### config.mk
export PLATFORM = sky130hd
export DESIGN_NAME = addsub_serial
export DESIGN_NICKNAME = d
export VERILOG_FILES = /design/src/rtl/addsub_pkg.sv /design/src/rtl/addsub_serial_addsubc.sv /design/src/rtl/addsub_serial.sv
export SDC_FILE = /design/constraint.sdc
export NUM_CORES = 1
export LEC_CHECK = 0
export ABC_AREA = 1
export CORE_UTILIZATION = 41
export DETAILED_ROUTE_END_ITERATION = 7
export PLACE_DENSITY = 0.81
export SLEW_MARGIN = 20
export SYNTH_ARGS = -nofsm -noshare
export SYNTH_HDL_FRONTEND = slang
export SYNTH_SLANG_ARGS = --single-unit
### constraint.sdc
create_clock -name CLK -period 2.6 [get_ports CLK]
set_input_delay 0.26 -clock CLK [delete_from_list [all_inputs] [get_ports CLK]]
set_output_delay 0.26 -clock CLK [all_outputs]
set_load 0.005 [all_outputs]
### src/rtl/addsub_pkg.sv
// Shared types and sizing helpers for the word-serial adder-subtractor.
package addsub_pkg;

  typedef enum logic {
    FIRST = 1'b0,
    BUSY  = 1'b1
  } addsub_state_e;

  // Word-counter width; a single-word configuration still needs one bit.
  function automatic int cnt_width(input int words);
    return (words > 1) ? $clog2(words) : 1;
  endfunction

  // Prefix-tree depth for a given word width.
  function automatic int tree_levels(input int width);
    return (width > 1) ? $clog2(width) : 1;
  endfunction

endpackage

### src/rtl/addsub_serial_addsubc.sv
// Combinational add/subtract of one word with a selectable prefix-carry network.
// SUB=1 computes A-B-CI and reports CO as a borrow.
module AddSubC
  import addsub_pkg::*;
#(
  parameter int width = 8,
  parameter int speed = 2
) (
  input  logic [width-1:0] A,
  input  logic [width-1:0] B,
  input  logic             CI,
  input  logic             SUB,
  output logic [width-1:0] S,
  output logic             CO
);

  localparam int LEVELS = tree_levels(width);

  // Subtraction is A + ~B + ~CI; the raw carry-out is then the inverse of the borrow.
  // NOTE: combinational blocks use blocking '=' and assign every variable before it is read,
  // so no storage (latch) is inferred.
  always_comb begin
    logic [width-1:0] b_x;
    logic [width-1:0] p;
    logic [width-1:0] gg;
    logic [width-1:0] pp;
    logic             cin;
    int               j;

    cin = CI ^ SUB;
    b_x = B ^ {width{SUB}};
    p   = A ^ b_x;
    gg  = A & b_x;
    gg[0] = gg[0] | (p[0] & cin);
    pp  = p;

    if (speed == 0) begin
      for (int i = 1; i < width; i++) begin
        gg[i] = gg[i] | (pp[i] & gg[i-1]);
      end
    end else if (speed == 1) begin
      for (int l = 0; l < LEVELS; l++) begin
        for (int i = 0; i < width; i++) begin
          if (((i + 1) % (1 << (l + 1))) == 0) begin
            j = i - (1 << l);
            gg[i] = gg[i] | (pp[i] & gg[j]);
            pp[i] = pp[i] & pp[j];
          end
        end
      end
      for (int d = LEVELS - 2; d >= 0; d--) begin
        for (int i = 0; i < width; i++) begin
          if ((((i + 1) % (1 << (d + 1))) == (1 << d)) && (i >= 3 * (1 << d) - 1)) begin
            j = i - (1 << d);
            gg[i] = gg[i] | (pp[i] & gg[j]);
            pp[i] = pp[i] & pp[j];
          end
        end
      end
    end else begin
      for (int l = 0; l < LEVELS; l++) begin
        for (int i = 0; i < width; i++) begin
          if (((i >> l) & 1) == 1) begin
            j = ((i >> l) << l) - 1;
            gg[i] = gg[i] | (pp[i] & gg[j]);
            pp[i] = pp[i] & pp[j];
          end
        end
      end
    end

    S  = p ^ {gg[width-2:0], cin};
    CO = gg[width-1] ^ SUB;
  end

endmodule

### src/rtl/addsub_serial.sv
// Word-serial multi-word adder-subtractor: LS word first, carry/borrow chained
// through a register, one output register stage with valid/ready on both sides.
module addsub_serial
  import addsub_pkg::*;
#(
  parameter int width = 8,
  parameter int words = 4,
  parameter int speed = 2
) (
  input  logic             CLK,
  input  logic             RST,
  input  logic             IN_VALID,
  output logic             IN_READY,
  input  logic [width-1:0] A,
  input  logic [width-1:0] B,
  input  logic             CI,
  input  logic             SUB,
  input  logic             IN_LAST,
  output logic             OUT_VALID,
  input  logic             OUT_READY,
  output logic [width-1:0] S,
  output logic             OUT_LAST,
  output logic             CO,
  output logic             OV
);

  localparam int CW = cnt_width(words);
  localparam logic [CW-1:0] CNT_MAX = CW'(words - 1);

  addsub_state_e    state_q, state_d;
  logic [CW-1:0]    cnt_q, cnt_d;
  logic             carry_q, carry_d;
  logic             sub_q, sub_d;
  logic             out_valid_q, out_valid_d;
  logic [width-1:0] s_q, s_d;
  logic             out_last_q, out_last_d;
  logic             co_q, co_d;
  logic             ov_q, ov_d;

  logic             acc;
  logic             last;
  logic             ci_eff;
  logic             sub_eff;
  logic [width-1:0] add_s;
  logic             add_co;

  assign IN_READY = !RST && (!out_valid_q || OUT_READY);
  assign acc      = IN_VALID && IN_READY;
  assign ci_eff   = (state_q == FIRST) ? CI  : carry_q;
  assign sub_eff  = (state_q == FIRST) ? SUB : sub_q;
  assign last     = IN_LAST || (cnt_q == CNT_MAX);

  AddSubC #(
    .width(width),
    .speed(speed)
  ) u_addsubc (
    .A  (A),
    .B  (B),
    .CI (ci_eff),
    .SUB(sub_eff),
    .S  (add_s),
    .CO (add_co)
  );

  always_comb begin
    state_d     = state_q;
    cnt_d       = cnt_q;
    carry_d     = carry_q;
    sub_d       = sub_q;
    out_valid_d = out_valid_q;
    s_d         = s_q;
    out_last_d  = out_last_q;
    co_d        = co_q;
    ov_d        = ov_q;

    if (acc) begin
      sub_d       = sub_eff;
      carry_d     = add_co;
      out_valid_d = 1'b1;
      s_d         = add_s;
      out_last_d  = last;
      co_d        = last && add_co;
      ov_d        = last && (A[width-1] == (B[width-1] ^ sub_eff)) &&
                    (add_s[width-1] != A[width-1]);
      if (last) begin
        state_d = FIRST;
        cnt_d   = '0;
      end else begin
        state_d = BUSY;
        cnt_d   = cnt_q + 1'b1;
      end
    end else if (OUT_READY) begin
      out_valid_d = 1'b0;
    end
  end

  // NOTE: state registers use non-blocking '<=' so every flop samples pre-edge values.
  always_ff @(posedge CLK) begin
    if (RST) begin
      state_q     <= FIRST;
      cnt_q       <= '0;
      carry_q     <= 1'b0;
      sub_q       <= 1'b0;
      out_valid_q <= 1'b0;
      s_q         <= '0;
      out_last_q  <= 1'b0;
      co_q        <= 1'b0;
      ov_q        <= 1'b0;
    end else begin
      state_q     <= state_d;
      cnt_q       <= cnt_d;
      carry_q     <= carry_d;
      sub_q       <= sub_d;
      out_valid_q <= out_valid_d;
      s_q         <= s_d;
      out_last_q  <= out_last_d;
      co_q        <= co_d;
      ov_q        <= ov_d;
    end
  end

  assign OUT_VALID = out_valid_q;
  assign S         = s_q;
  assign OUT_LAST  = out_last_q;
  assign CO        = co_q;
  assign OV        = ov_q;

endmodule

* After elaboration in Yosys (flattened, before gate mapping)
Cells that the tools add are included.
Storage, ports and cells: bits in registers 17, bits of input ports 23, output and inout bits 13, word-level logic and storage cells 67
Operators by class: add/subtract/negate cells 1, equality and inequality tests 3, mux-type cells 6, bitwise logic cells 38, reduce and logical (&&, ||, !) cells 10
Operators with widths (number):
- XOR 8 bit | 3
- bitwise AND 1 bit | 18
- OR 1 bit | 13
- bitwise AND 8 bit | 1
- logical AND 1 bit | 5
- two-way mux 1 bit | 5
- XOR 1 bit | 3
- adder 2 x 1 -> 2 bit (second input constant) | 1
- == test 2 bit (second input constant) | 1
- logical NOT 1 bit | 2
- logical OR 1 bit | 2
- two-way mux 2 bit | 1
- nonzero test 2 bit | 1
- == test 1 bit | 1
- != test 1 bit | 1

* Logic depth before layout (Yosys ltp)
Gate-level depths: netlist (run 1).
depth after elaboration 14, mapped depth 15, gate-level depth less buffers 14

* Cells and area by module
A second synthesis (run 1) with hierarchy kept.
Unflattened totals: cell total of the unflattened synthesis 167, area total of the unflattened synthesis 1197.4 µm²
Modules (own cells, without submodules):
- addsub_serial | times used 1, cells each 97, area each 730.7 µm², sequential area each 340.3 µm²
- AddSubC | times used 1, cells each 70, area each 466.7 µm², sequential area each 0.0 µm²

* Worst setup path before layout (run 1)
OpenSTA, ideal clock, no wires.
kind flip-flop to flip-flop, from register sub_q, to register s_q[5], in the netlist S[5], setup time 0.117 ns, data arrival time 2.454 ns, data required time 2.483 ns, slack 0.029 ns, cell stages (with the launch flop) 16, buffers on the path 1, clock period less this slack 2.571 ns, path through dfxtp_1 -> inv_1 -> nand2_1 -> o21ai_0 -> buf_4 -> xor2_1 -> fa_1 -> fa_1 -> inv_1 -> nand3_1 -> nand2_1 -> inv_1 -> fa_1 -> xnor2_1 -> nor2_1 -> a21oi_1
Between the ends: cells in the longest elaborated chain, start to end 12, elaborated cells between the ends (all ways) 17, those cells by class mux: 1; bitwise: 16
Ends and longest elaborated chain:
- start, declared | line addsub_serial.sv:33 | logic sub_q, sub_d;
- start signal, assigned | line addsub_serial.sv:113 | sub_q <= sub_d;
- two-way mux 1 bit (*) | line addsub_serial.sv:50 | assign sub_eff = (state_q == FIRST) ? SUB : sub_q;
- XOR 8 bit | line addsub_serial_addsubc.sv:31 | b_x = B ^ {width{SUB}};
- XOR 8 bit | line addsub_serial_addsubc.sv:32 | p = A ^ b_x;
- bitwise AND 1 bit | line addsub_serial_addsubc.sv:34 | gg[0] = gg[0] | (p[0] & cin);
- OR 1 bit | line addsub_serial_addsubc.sv:34
- bitwise AND 1 bit | line addsub_serial_addsubc.sv:65 | gg[i] = gg[i] | (pp[i] & gg[j]);
- OR 1 bit | line addsub_serial_addsubc.sv:65
- bitwise AND 1 bit | line addsub_serial_addsubc.sv:65
- OR 1 bit | line addsub_serial_addsubc.sv:65
- bitwise AND 1 bit | line addsub_serial_addsubc.sv:65
- OR 1 bit | line addsub_serial_addsubc.sv:65
- XOR 8 bit (*) | line addsub_serial_addsubc.sv:72 | S = p ^ {gg[width-2:0], cin};
- end signal, assigned | line addsub_serial.sv:105 | s_q <= '0;
- end signal, assigned | line addsub_serial.sv:115 | s_q <= s_d;
- end, declared | line addsub_serial.sv:35 | logic [width-1:0] s_q, s_d;
Mark *: on every way between the ends. The rest lies on a longest branch, timed or not. A chain may end at the register's enable or synchronous reset.

* Final worst setup path (run 1)
from register state_q, to register s_q[5], in the netlist S[5]
Between the ends: cells in the longest elaborated chain, start to end 12, elaborated cells between the ends (all ways) 18, those cells by class mux: 2; bitwise: 16
Ends and longest elaborated chain:
- start, declared | line addsub_serial.sv:30 | addsub_state_e state_q, state_d;
- start signal, assigned | line addsub_serial.sv:110 | state_q <= state_d;
- two-way mux 1 bit | line addsub_serial.sv:50
- XOR 8 bit | line addsub_serial_addsubc.sv:31
- XOR 8 bit | line addsub_serial_addsubc.sv:32
- bitwise AND 1 bit | line addsub_serial_addsubc.sv:34
- OR 1 bit | line addsub_serial_addsubc.sv:34
- bitwise AND 1 bit | line addsub_serial_addsubc.sv:65
- OR 1 bit | line addsub_serial_addsubc.sv:65
- bitwise AND 1 bit | line addsub_serial_addsubc.sv:65
- OR 1 bit | line addsub_serial_addsubc.sv:65
- bitwise AND 1 bit | line addsub_serial_addsubc.sv:65
- OR 1 bit | line addsub_serial_addsubc.sv:65
- XOR 8 bit (*) | line addsub_serial_addsubc.sv:72
Marked as above.

==> results of run 1 <==
[kinds of logic after synthesis]
| family | share of synthesized area [%] |
|---|---|
| adders and majority gates | 14.8 |
| DFF | 30.1 |
| AOI/OAI and AO/OA | 12.4 |
| and+or+nand+nor | 22.5 |
| xor gates and xnor gates | 8.53 |
| buffers and inverters | 11.6 |
[flip-flops by register name, indices dropped and copies added, names as in the netlist]
name / count
S: 8
cnt_q: 2
sub_q: 1
state_q: 1
CO: 1
OUT_VALID: 1
carry_q: 1
OUT_LAST: 1
OV: 1
[repair_timing]
action / in CTS / in global routing
setup endpoints to repair: 1 / 2
gates resized for setup: 1 / 11
pin swaps: 0 / 3
hold buffers: 0 / 0
hold endpoints to repair: 0 / 0
[power groups by stage]
stage | clock network (W) | logic (W) | registers (W)
4_1_cts | 0.000145 | 0.000327 | 0.000299
3_5_place_dp | 0 | 0.000325 | 0.000305
6_report | 0.000144 | 0.000334 | 0.000300
5_1_grt | 0.000155 | 0.000376 | 0.000303
2_1_floorplan | 0 | 0.000192 | 0.000306
3_3_place_gp | 0 | 0.000307 | 0.000303
[cell usage after synthesis]
library cell	count	area (µm²)
sky130_fd_sc_hd__buf_6	3	33.8
sky130_fd_sc_hd__ha_1	7	87.6
sky130_fd_sc_hd__a21oi_1	16	80.1
sky130_fd_sc_hd__dfxtp_1	17	340
sky130_fd_sc_hd__fa_1	4	80.1
sky130_fd_sc_hd__nand4_1	1	6.26
sky130_fd_sc_hd__inv_1	18	67.6
sky130_fd_sc_hd__nand2_4	1	11.3
sky130_fd_sc_hd__nand3_1	9	45.0
sky130_fd_sc_hd__nand2_1	29	109
sky130_fd_sc_hd__o21ai_0	9	45.0
sky130_fd_sc_hd__inv_4	1	6.26
sky130_fd_sc_hd__nand3_4	1	17.5
sky130_fd_sc_hd__xor2_1	4	35.0
sky130_fd_sc_hd__inv_2	1	3.75
sky130_fd_sc_hd__nor3_1	1	5.00
sky130_fd_sc_hd__or2_2	1	6.26
sky130_fd_sc_hd__buf_2	1	5.00
sky130_fd_sc_hd__a211oi_1	1	7.51
sky130_fd_sc_hd__buf_4	2	15.0
sky130_fd_sc_hd__nor2_2	1	6.26
sky130_fd_sc_hd__o21a_1	1	7.51
sky130_fd_sc_hd__xnor2_1	7	61.3
sky130_fd_sc_hd__nor2_1	11	41.3
sky130_fd_sc_hd__and2_1	1	6.26
[tightest hold or removal path, delay by kind of cell (launching register included)]
| family | cells | cell delay (ns) |
|---|---|---|
| AOI/OAI and AO/OA | 1 | 0.06 |
| DFF | 1 | 0.32 |
| and+or+nand+nor | 1 | 0.06 |
[metrics by stage]
stage          setup slack, ns  instances  instance area (µm²)  util, %  hold WS (ns)
6_report                 0.185        216                 1560     61.5         0.474
5_1_grt                 0.0341        216                 1560     61.5         0.489
4_1_cts               0.000940        216                 1530     60.2         0.474
3_5_place_dp            -0.397        212                 1500     59.0         0.460
3_3_place_gp            -0.278        212                 1500     59.0         0.455
2_1_floorplan           0.0294        148                 1130        -         0.435
[cell type report]
type / count / area (µm²) / share of cell area [%]
inverter: 20 / 77.6 / 4.96
clock buffer: 3 / 22.5 / 1.44
multi-input combinational: 105 / 687 / 43.9
tap: 30 / 37.5 / 2.40
sequential: 17 / 344 / 22.0
clock inverter: 1 / 5.00 / 0.320
timing repair buffer: 40 / 390 / 25.0
[per-layer routing]
layer / share of wire, % / up-vias / wire [µm] / track usage [%]
met3: 5.4 / 2 / 140 / 3.06
li1: - / 545 / - / -
met2: 53 / 27 / 1380 / 36.0
met4: 1.0 / 0 / 27 / 8.12
met5: 0 / - / 0 / 0
met1: 41 / 476 / 1070 / 19.7
[path summary, 6_finish.rpt]
check,start,cells past startpoint,endpoint
min,OV,2,OV
max reg2reg,state_q,14,S[5]
max,state_q,14,S[5]
min reg2reg,OV,2,OV
==> flow_metrics.env, run 1 <==
export IMPL_ir_drop_mv=0.265
export IMPL_synth_seq_cells=17
export IMPL_clkSlewWorstSetupHoldPaths_ns=0.11
export IMPL_p_int_w=0.000516
export IMPL_syn_inst=148
export IMPL_drc_errors=0
export IMPL_cts_sink_count=17
export IMPL_rows=18
export IMPL_post_route_cells_drive_above_1_share_pct=12.4
export IMPL_detail_route_wl_per_cell_um=12.1
export IMPL_switchingPower_w=0.000261
export IMPL_via_count=1050
export IMPL_timing_final_crit_share_pct=92.9
export IMPL_gr_total_overflow=0
export IMPL_hold_viol=0
export IMPL_timing_clock_skew_ns=0.00342
export IMPL_min_period_ns=2.42
export IMPL_endpoint_required_time_on_the_critical_path_ns=2.83
export IMPL_placeableCoreArea_um2=2540
export IMPL_buffers_inserted_during_post_cts_setup_optimization=0
export IMPL_drtPass1Iterations=4
export IMPL_rsz0062_at_grt="no"
export IMPL_post_drt_via_cell_ratio=4.86
export IMPL_post_synth_cell_area_avg_um2=7.63
export IMPL_grt_pass1_vias=965
export IMPL_crit_arrival_ns=2.64
export IMPL_path_max_fanout=3
export IMPL_io_pins=36
export IMPL_detailedRoute_firstIterationViolations=11
export IMPL_synth_net_count=182
export IMPL_switching_share_pct=33.6
export IMPL_ys_types=25
export IMPL_power_leakage_nw=0.705
export IMPL_ordered_cell_list_for_the_critical_path="inv_1 > nand2_1 > o21ai_1 > xor2_1 > fa_2 > fa_2 > inv_2 > nand3_1 > nand2_1 > inv_1 > fa_2 > xnor2_1 > nor2_1 > a21oi_1"
export IMPL_yosys_warns=0
export IMPL_max_slew_margin_pct=74.1
export IMPL_max_cap_violations=0
export IMPL_n_antenna_cell=0
export IMPL_combPwrFrac_pct=42.9
export IMPL_worst_path_most_repeated_cell="sky130_fd_sc_hd__fa_2"
export IMPL_synth_sequential_area_ratio_pct=30.1
export IMPL_powerDensity_nw_per_um2=497
export IMPL_crit_type="flip-flop to flip-flop"
export IMPL_reg2reg_slack_ns=0.18
export IMPL_synthesis_area_um2=1130
export IMPL_clock_power_share_pct=18.6
export IMPL_areaGrowthSynthToFinish_pct=38.4
export IMPL_grt_max_degree=20
export IMPL_commonest_non_fill_non_tap_cell_in_the_layout="sky130_fd_sc_hd__clkdlybuf4s50_1"
export IMPL_cp_buffers_inverters=3
export IMPL_gp_routability_congestion=0.815
export IMPL_finalSetupViolCount=0
export IMPL_die_y_um=54.5
export IMPL_totalWireLength_mm=2.61
export IMPL_fin_setup_tns_ns=0
export IMPL_cts_buffer_depth=2
export IMPL_initial_core_util_pct=44.4
export IMPL_first_pass_grt_wire_length_mm=3.96
export IMPL_gr_usage_all_layers_pct=18.8
export IMPL_nNetsFinal=221
export IMPL_dp_final_hpwl_mm=2.06
export IMPL_antenna_violations_before_repair=0
export IMPL_seqPwrFrac_pct=38.6
export IMPL_run_status="finished, final reports clean"
export IMPL_cts_buffers_inserted=3
export IMPL_cpPeakStageDelay_ns=0.39
export IMPL_max_clock_freq_mhz=414
export IMPL_layout_filler_cells=219
export IMPL_clock_root_buffer="sky130_fd_sc_hd__clkbuf_4"
export IMPL_cts_htree_levels=1
export IMPL_mostFrequentLayoutCells="sky130_fd_sc_hd__clkdlybuf4s50_1, sky130_fd_sc_hd__nand2_1, sky130_fd_sc_hd__inv_1"
export IMPL_fp_dieArea_um2=2970
export IMPL_hold_path_class="flip-flop to flip-flop"
export IMPL_port_buffer_count=35
export IMPL_cts_tree="built"
export IMPL_cp_slowest_cell="sky130_fd_sc_hd__dfxtp_4"
export IMPL_drv_slew=0
export IMPL_fin_total_pwr_w=0.000778
export IMPL_endpoint_kind="flip-flop"
export IMPL_chip_width_um=54.5
export IMPL_final_antenna_net_count=0
export IMPL_worstMarginPinSlew_ns=0.387
export IMPL_cpLargestDelayFamily="adder cells"
export IMPL_clk_latency_ns=0.29
export IMPL_start_kind="flip-flop"
Note: power is estimated with default switching activity, not from simulation.
==> inputs of run 2 (changes only) <==
- CORE_UTILIZATION: 41 -> 42
- PLACE_DENSITY: 0.81 -> 0.82
- SKIP_LAST_GASP: default -> 1
- SYNTH_HIERARCHICAL: default -> 1
==> run 2 against run 1 <==
Maximum frequency shrank 5.6%. Final area is 12% higher. Utilization increased by 6.0 points. Total power rose by 11%. Setup slack worse by 0.14 ns. Critical path type unchanged. Critical endpoint is now S[4]. Highest routed layer unchanged.
==> flow_metrics.env, run 2 <==
export IMPL_run_status="finished, final reports clean"
export IMPL_clkSlewWorstSetupHoldPaths_ns=0.10
export IMPL_placed_cells=241
export IMPL_totalWireLength_mm=2.54
export IMPL_final_cells=247
export IMPL_cts_sink_count=17
export IMPL_timing_clock_skew_ns=0.00125
export IMPL_mux_cell_area_share_after_synthesis_pct=0
export IMPL_cts_tree="built"
export IMPL_synth_net_count=201
export IMPL_cts_buffer_depth=2
export IMPL_clk_latency_ns=0.30
export IMPL_via_count=1180
export IMPL_drtPass1Iterations=4
export IMPL_synth_compound_gate_area_share_pct=6.90
export IMPL_synthesis_area_um2=1200
export IMPL_detail_route_wl_per_cell_um=10.3
export IMPL_synth_top_area_share_pct=28.4
export IMPL_fp_dieArea_um2=3070
export IMPL_post_drt_via_cell_ratio=4.78
export IMPL_synth_simple_gate_area_share_pct=30.8
export IMPL_n_antenna_cell=0
export IMPL_timing_final_crit_share_pct=98.4
export IMPL_worstMarginPinSlew_ns=0.344
export IMPL_finalSetupViolCount=0
export IMPL_final_antenna_net_count=0
export IMPL_max_slew_margin_pct=77.0
export IMPL_max_clock_freq_mhz=391
export IMPL_hold_path_class="flip-flop to flip-flop"
export IMPL_detailedRoute_firstIterationViolations=26
export IMPL_ir_drop_mv=0.395
export IMPL_antenna_violations_before_repair=0
export IMPL_gp_routability_congestion=0.786
export IMPL_synth_sequential_area_ratio_pct=28.4
export IMPL_path_max_fanout=4
export IMPL_gr_total_overflow=0
export IMPL_synth_enable_flop_cells=0
export IMPL_synth_largest_area_cell="sky130_fd_sc_hd__dfxtp_1"
export IMPL_synth_adder_area_share_pct=14.0
export IMPL_post_route_cells_drive_above_1_share_pct=19.4
export IMPL_min_period_ns=2.56
export IMPL_yosys_warns=6
export IMPL_nNetsFinal=252
export IMPL_start_kind="flip-flop"
export IMPL_clock_root_buffer="sky130_fd_sc_hd__clkbuf_4"
export IMPL_initial_core_util_pct=46.2
export IMPL_crit_arrival_ns=2.76
export IMPL_synth_seq_cells=17
export IMPL_postLayoutCoreUtil_pct=67.5
export IMPL_placeableCoreArea_um2=2590
export IMPL_max_reg_flops=8
export IMPL_dp_final_hpwl_mm=1.93
export IMPL_post_synth_xor_area_fraction_pct=8.78
export IMPL_power_leakage_nw=0.863
export IMPL_ys_types=24
export IMPL_die_y_um=55.4
export IMPL_combinational_family_with_the_most_area_after_synthesis="simple AND/OR/NAND/NOR gates"
export IMPL_synth_most_common_cell="sky130_fd_sc_hd__nand2_1"
export IMPL_cts_buffers_inserted=3
export IMPL_placement_setup_worst_slack_ns=-0.281
export IMPL_hold_viol=0
export IMPL_endpoint_required_time_on_the_critical_path_ns=2.80
export IMPL_synth_area_leaders="sky130_fd_sc_hd__dfxtp_1, sky130_fd_sc_hd__nand2_1, sky130_fd_sc_hd__nand3_1, sky130_fd_sc_hd__inv_1, sky130_fd_sc_hd__ha_1"
export IMPL_syn_inst=167
export IMPL_dominantRegCellSynth="sky130_fd_sc_hd__dfxtp_1"
export IMPL_finalHoldWorstSlack_ns=0.469
export IMPL_rsz0062_at_grt="yes"
export IMPL_endpoint_kind="flip-flop"
export IMPL_first_pass_grt_wire_length_mm=4.37
export IMPL_rows=18
export IMPL_grt_pass1_vias=1090
export IMPL_grt_max_degree=23
export IMPL_drc_errors=0
export IMPL_final_critical_path_setup_slack_ns=0.0408
export IMPL_post_synth_cell_area_avg_um2=7.17
export IMPL_gr_usage_all_layers_pct=17.7
export IMPL_synth_common_cells="sky130_fd_sc_hd__nand2_1, sky130_fd_sc_hd__inv_1, sky130_fd_sc_hd__nand3_1"
export IMPL_postCtsHoldBufs=0
export IMPL_cts_htree_levels=1
export IMPL_max_cap_violations=0
export IMPL_drv_slew=0
export IMPL_crit_type="flip-flop to flip-flop"
export IMPL_mostFrequentLayoutCells="sky130_fd_sc_hd__nand2_1, sky130_fd_sc_hd__clkdlybuf4s50_1, sky130_fd_sc_hd__inv_1"
export IMPL_areaGrowthSynthToFinish_pct=46.0
export IMPL_postSynth_asyncResetShare_pct=0
export IMPL_io_pins=36
export IMPL_commonest_non_fill_non_tap_cell_in_the_layout="sky130_fd_sc_hd__nand2_1"
export IMPL_port_buffer_count=35
export IMPL_chip_width_um=55.4
export IMPL_powerDensity_nw_per_um2=493
## run 2: changes by cell type after synthesis, sizes merged, moves of 3 or more
cell   delta
xor2      +3
a21oi     -5
nand3    +11
o21ai     -5
nand2    +19
inv       +6
## run 2: cells by family after synthesis
kind of cell,count (synthesis)
adder cells (fa/ha/maj),11
AO/OA/AOI/OAI,15
buffers and inverters,30
flip-flops,17
XOR/XNOR,12
AND/OR/NAND/NOR,82
## run 2: layout make-up
type,count,area [µm²]
clock buffers,4,26.3
repair buffers,50,465
fillers,225,842
multi-input cells,120,774
flip-flops and latches,17,344
inverters,26,100
well taps,30,37.5
## run 2: metrics by stage
stage	setup TNS (ns)	area (µm²)	power, W
detailed placement	-0.754	1660	0.000696
finish	0	1750	0.000861
global placement	-0.579	1660	0.000689
floorplan	0	1210	0.000529
global route	-0.206	1750	0.000927
CTS	0	1680	0.000839
## run 2: where the power goes
group | switching, W | leakage, nW | total, W | internal [W]
combinational | 0.000184 | 0.707 | 0.000407 | 0.000223
sequential | 0.0000166 | 0.140 | 0.000308 | 0.000291
clock | 0.0000864 | 0.0150 | 0.000146 | 0.0000598
total | 0.000287 | 0.863 | 0.000861 | 0.000574
## run 2: critical path: stages (launching register included)
cell and delay (ns):
sky130_fd_sc_hd__dfxtp_4 0.38, sky130_fd_sc_hd__nand2_2 0.12, sky130_fd_sc_hd__nand2_4 0.09, sky130_fd_sc_hd__xnor2_2 0.14, sky130_fd_sc_hd__fa_2 0.39, sky130_fd_sc_hd__fa_2 0.34
sky130_fd_sc_hd__inv_2 0.06, sky130_fd_sc_hd__buf_4 0.11, sky130_fd_sc_hd__nand3_2 0.06, sky130_fd_sc_hd__nand2_2 0.07, sky130_fd_sc_hd__inv_1 0.05, sky130_fd_sc_hd__fa_2 0.52
sky130_fd_sc_hd__inv_1 0.04, sky130_fd_sc_hd__nand2_1 0.05, sky130_fd_sc_hd__nand2_1 0.05
## run 2: path summary, 6_finish.rpt
check	from	endpoint	slack (ns)	depth (start not counted)
worst max register to register	state_q	S[4]	0.04	14
worst max-delay path	state_q	S[4]	0.04	14
worst min-delay path	S[1]	S[1]	0.47	2
worst min register to register	S[1]	S[1]	0.47	2
## run 2: timing repair
action,4_1_cts,5_1_grt
hold endpoints to repair,0,0
endpoints found under the setup margin,0,4
setup buffers,0,2
resized for setup,0,13
## run 2: per-layer routing
layer  vias to the layer above  part of all wire, %  global-route usage (%)
li1                        618                    -                       -
met1                       535                   46                    21.4
met5                         -                    0                       0
met2                        24                   50                    31.3
met3                         3                  3.0                    2.81
met4                         0                 0.99                    6.43
==> inputs of run 3 (changes only) <==
==> constraint.sdc (replaced) <==
create_clock -name CLK -period 2.6 [get_ports CLK]
set_input_delay 0.52 -clock CLK [delete_from_list [all_inputs] [get_ports CLK]]
set_output_delay 0.52 -clock CLK [all_outputs]
set_load 0.005 [all_outputs]
==> run 3 against run 2 <==
Sequential share of layout area shrank 0.28 points. Count of clock-buffer cells in the layout shrank 1. Global-route usage grew 0.46 points. Sequential power is essentially flat. Combinational power is essentially flat. Final area grew 1.4%. Largest cell class unchanged.
==> flow_metrics.env, run 3 (synthesized netlist as in run 2, its figures left out) <==
export IMPL_holdPathStages=2
export IMPL_worst_path_most_repeated_cell="sky130_fd_sc_hd__nand2_1"
export IMPL_timing_clock_skew_ns=0.00739
export IMPL_chip_width_um=55.4
export IMPL_clk_latency_ns=0.30
export IMPL_postLayoutCoreUtil_pct=68.5
export IMPL_detail_route_wl_per_cell_um=10.6
export IMPL_hold_viol=0
export IMPL_drtPass1Iterations=4
export IMPL_reg2reg_slack_ns=0.10
export IMPL_min_period_ns=2.50
export IMPL_timing_final_crit_share_pct=96.0
export IMPL_gr_total_overflow=0
export IMPL_nNetsFinal=253
export IMPL_clock_root_buffer="sky130_fd_sc_hd__clkbuf_4"
export IMPL_path_max_fanout=3
export IMPL_power_leakage_nw=0.868
export IMPL_cpPeakStageDelay_ns=0.37
export IMPL_rows=18
export IMPL_drv_slew=0
export IMPL_gp_routability_congestion=0.836
export IMPL_worstHoldStart="S[0]"
export IMPL_crit_type="flip-flop to flip-flop"
export IMPL_worstMarginPinSlew_ns=0.283
export IMPL_antenna_violations_before_repair=0
export IMPL_endpoint_required_time_on_the_critical_path_ns=2.84
export IMPL_crit_arrival_ns=2.73
export IMPL_cts_sink_count=17
export IMPL_post_drt_via_cell_ratio=4.75
export IMPL_placement_setup_worst_slack_ns=-0.633
export IMPL_ff_latch_area_um2=344
export IMPL_drc_errors=0
export IMPL_rsz0062_at_grt="yes"
export IMPL_n_antenna_cell=0
export IMPL_clkSlewWorstSetupHoldPaths_ns=0.10
export IMPL_multi_input_area_um2=801
export IMPL_combPwrFrac_pct=47.4
export IMPL_port_buffer_count=35
export IMPL_max_reg_flops=8
export IMPL_via_count=1177
export IMPL_io_pins=36
export IMPL_switching_share_pct=34.1
export IMPL_grt_pass1_vias=1064
export IMPL_grt_met2_usage_pct=34.6
export IMPL_hold_path_endpoint="S[0]"
export IMPL_initial_core_util_pct=46.2
export IMPL_commonest_non_fill_non_tap_cell_in_the_layout="sky130_fd_sc_hd__nand2_1"
export IMPL_layout_filler_cells=215
export IMPL_fin_total_pwr_w=0.000862
export IMPL_hold_path_class="flip-flop to flip-flop"
export IMPL_global_route_usage_met3_pct=3.75
export IMPL_finalHoldWorstSlack_ns=0.468
export IMPL_reg_to_reg_endpoint="OV"
export IMPL_cts_htree_levels=1
export IMPL_post_route_cells_drive_above_1_share_pct=21.1
export IMPL_placeableCoreArea_um2=2590
export IMPL_finalSetupViolCount=0
export IMPL_cts_buffers_inserted=3
export IMPL_globalRouteMet1Util_pct=19.4
export IMPL_cts_tree="built"
export IMPL_switchingPower_w=0.000294
export IMPL_start_kind="flip-flop"
export IMPL_ordered_cell_list_for_the_critical_path="buf_4 > nand2_1 > nand2_2 > xnor2_2 > fa_2 > fa_2 > inv_2 > nand2_1 > nand2_1 > nand3_2 > nand2_1 > nand2_1 > nand2_1 > inv_2 > or2_4 > nand3_2 > nand3_2 > a21oi_2"
export IMPL_mostFrequentLayoutCells="sky130_fd_sc_hd__nand2_1, sky130_fd_sc_hd__clkdlybuf4s50_1, sky130_fd_sc_hd__inv_1"
export IMPL_areaGrowthSynthToFinish_pct=48.1
export IMPL_clock_power_share_pct=17.0
export IMPL_grt_busiest_layer="met2"
export IMPL_final_critical_path_setup_slack_ns=0.105
export IMPL_first_pass_grt_wire_length_mm=4.39
export IMPL_fp_dieArea_um2=3070
export IMPL_reg2reg_from="state_q"
export IMPL_max_slew_margin_pct=81.2
export IMPL_seqPwrFrac_pct=35.6
export IMPL_run_status="finished, final reports clean"
export IMPL_max_clock_freq_mhz=401
export IMPL_max_cap_violations=0
export IMPL_ir_drop_mv=0.342
export IMPL_detailedRoute_firstIterationViolations=38
export IMPL_worstRegToRegCells=18
export IMPL_grt_max_degree=23
export IMPL_powerDensity_nw_per_um2=486
export IMPL_cp_slowest_cell="sky130_fd_sc_hd__dfxtp_4"
export IMPL_final_antenna_net_count=0
export IMPL_die_y_um=55.4
export IMPL_cts_buffer_depth=2
export IMPL_gr_usage_all_layers_pct=18.1
export IMPL_endpoint_kind="flip-flop"
export IMPL_p_int_w=0.000568
export IMPL_fin_setup_tns_ns=0
export IMPL_totalWireLength_mm=2.62
export IMPL_dp_final_hpwl_mm=2.17
export IMPL_postCtsHoldBufs=0
==> run 3: repair_timing <==
action,CTS,global route
endpoints found under the setup margin,4,3
pin swaps,6,1
resized for setup,8,7
setup buffers,2,1
==> run 3: through the flow <==
| step | instances | area, µm² |
|---|---|---|
| after global routing | 248 | 1770 |
| after floorplan | 167 | 1260 |
| after CTS | 247 | 1760 |
| after detailed placement | 241 | 1700 |
| after global placement | 241 | 1700 |
| final | 248 | 1770 |
==> run 3: cell type report <==
type	instances	share of cell area (%)
clock buffer	3	1.27
clock inverter	1	0.282
inverter	26	5.65
multi-input combinational	120	45.2
sequential	17	19.4
tap	30	2.12
timing repair buffer	51	26.1
==> run 3: critical path: cells and delay by family, from the launching register on <==
family | cells | cell delay (ns)
and+or+nand+nor | 11 | 0.88
adders and majority gates | 2 | 0.68
DFF | 1 | 0.37
buffers and inverters | 3 | 0.24
xor gates and xnor gates | 1 | 0.14
AOI/OAI and AO/OA | 1 | 0.12
==> run 3: power by group through the flow <==
stage / registers, W / logic (W) / clock network, W
global route: 0.000312 / 0.000454 / 0.000161
detailed placement: 0.000313 / 0.000401 / 0
global placement: 0.000311 / 0.000383 / 0
finish: 0.000307 / 0.000409 / 0.000147
CTS: 0.000307 / 0.000411 / 0.000153
floorplan: 0.000315 / 0.000229 / 0
==> run 3: how the worst max path moves through the flow <==
| stage | cells past startpoint | endpoint | start | slack, ns |
|---|---|---|---|---|
| 2_1_floorplan | 18 | OV | SUB | -0.04 |
| 3_3_place_gp | 14 | S[4] | SUB | -0.56 |
| 3_5_place_dp | 18 | OV | SUB | -0.63 |
| 4_1_cts | 18 | OV | SUB | 0.02 |
| 5_1_grt | 18 | OV | state_q | -0.05 |
| 6_report | 18 | OV | state_q | 0.10 |
==> run 3: layer usage <==
metal | vias to the layer above | routed length [µm] | share of wire, %
met1 | 526 | 1110 | 42
met2 | 29 | 1370 | 52
met5 | - | 0 | 0
li1 | 619 | - | -
met4 | 0 | 33 | 1.3
met3 | 3 | 110 | 4.2
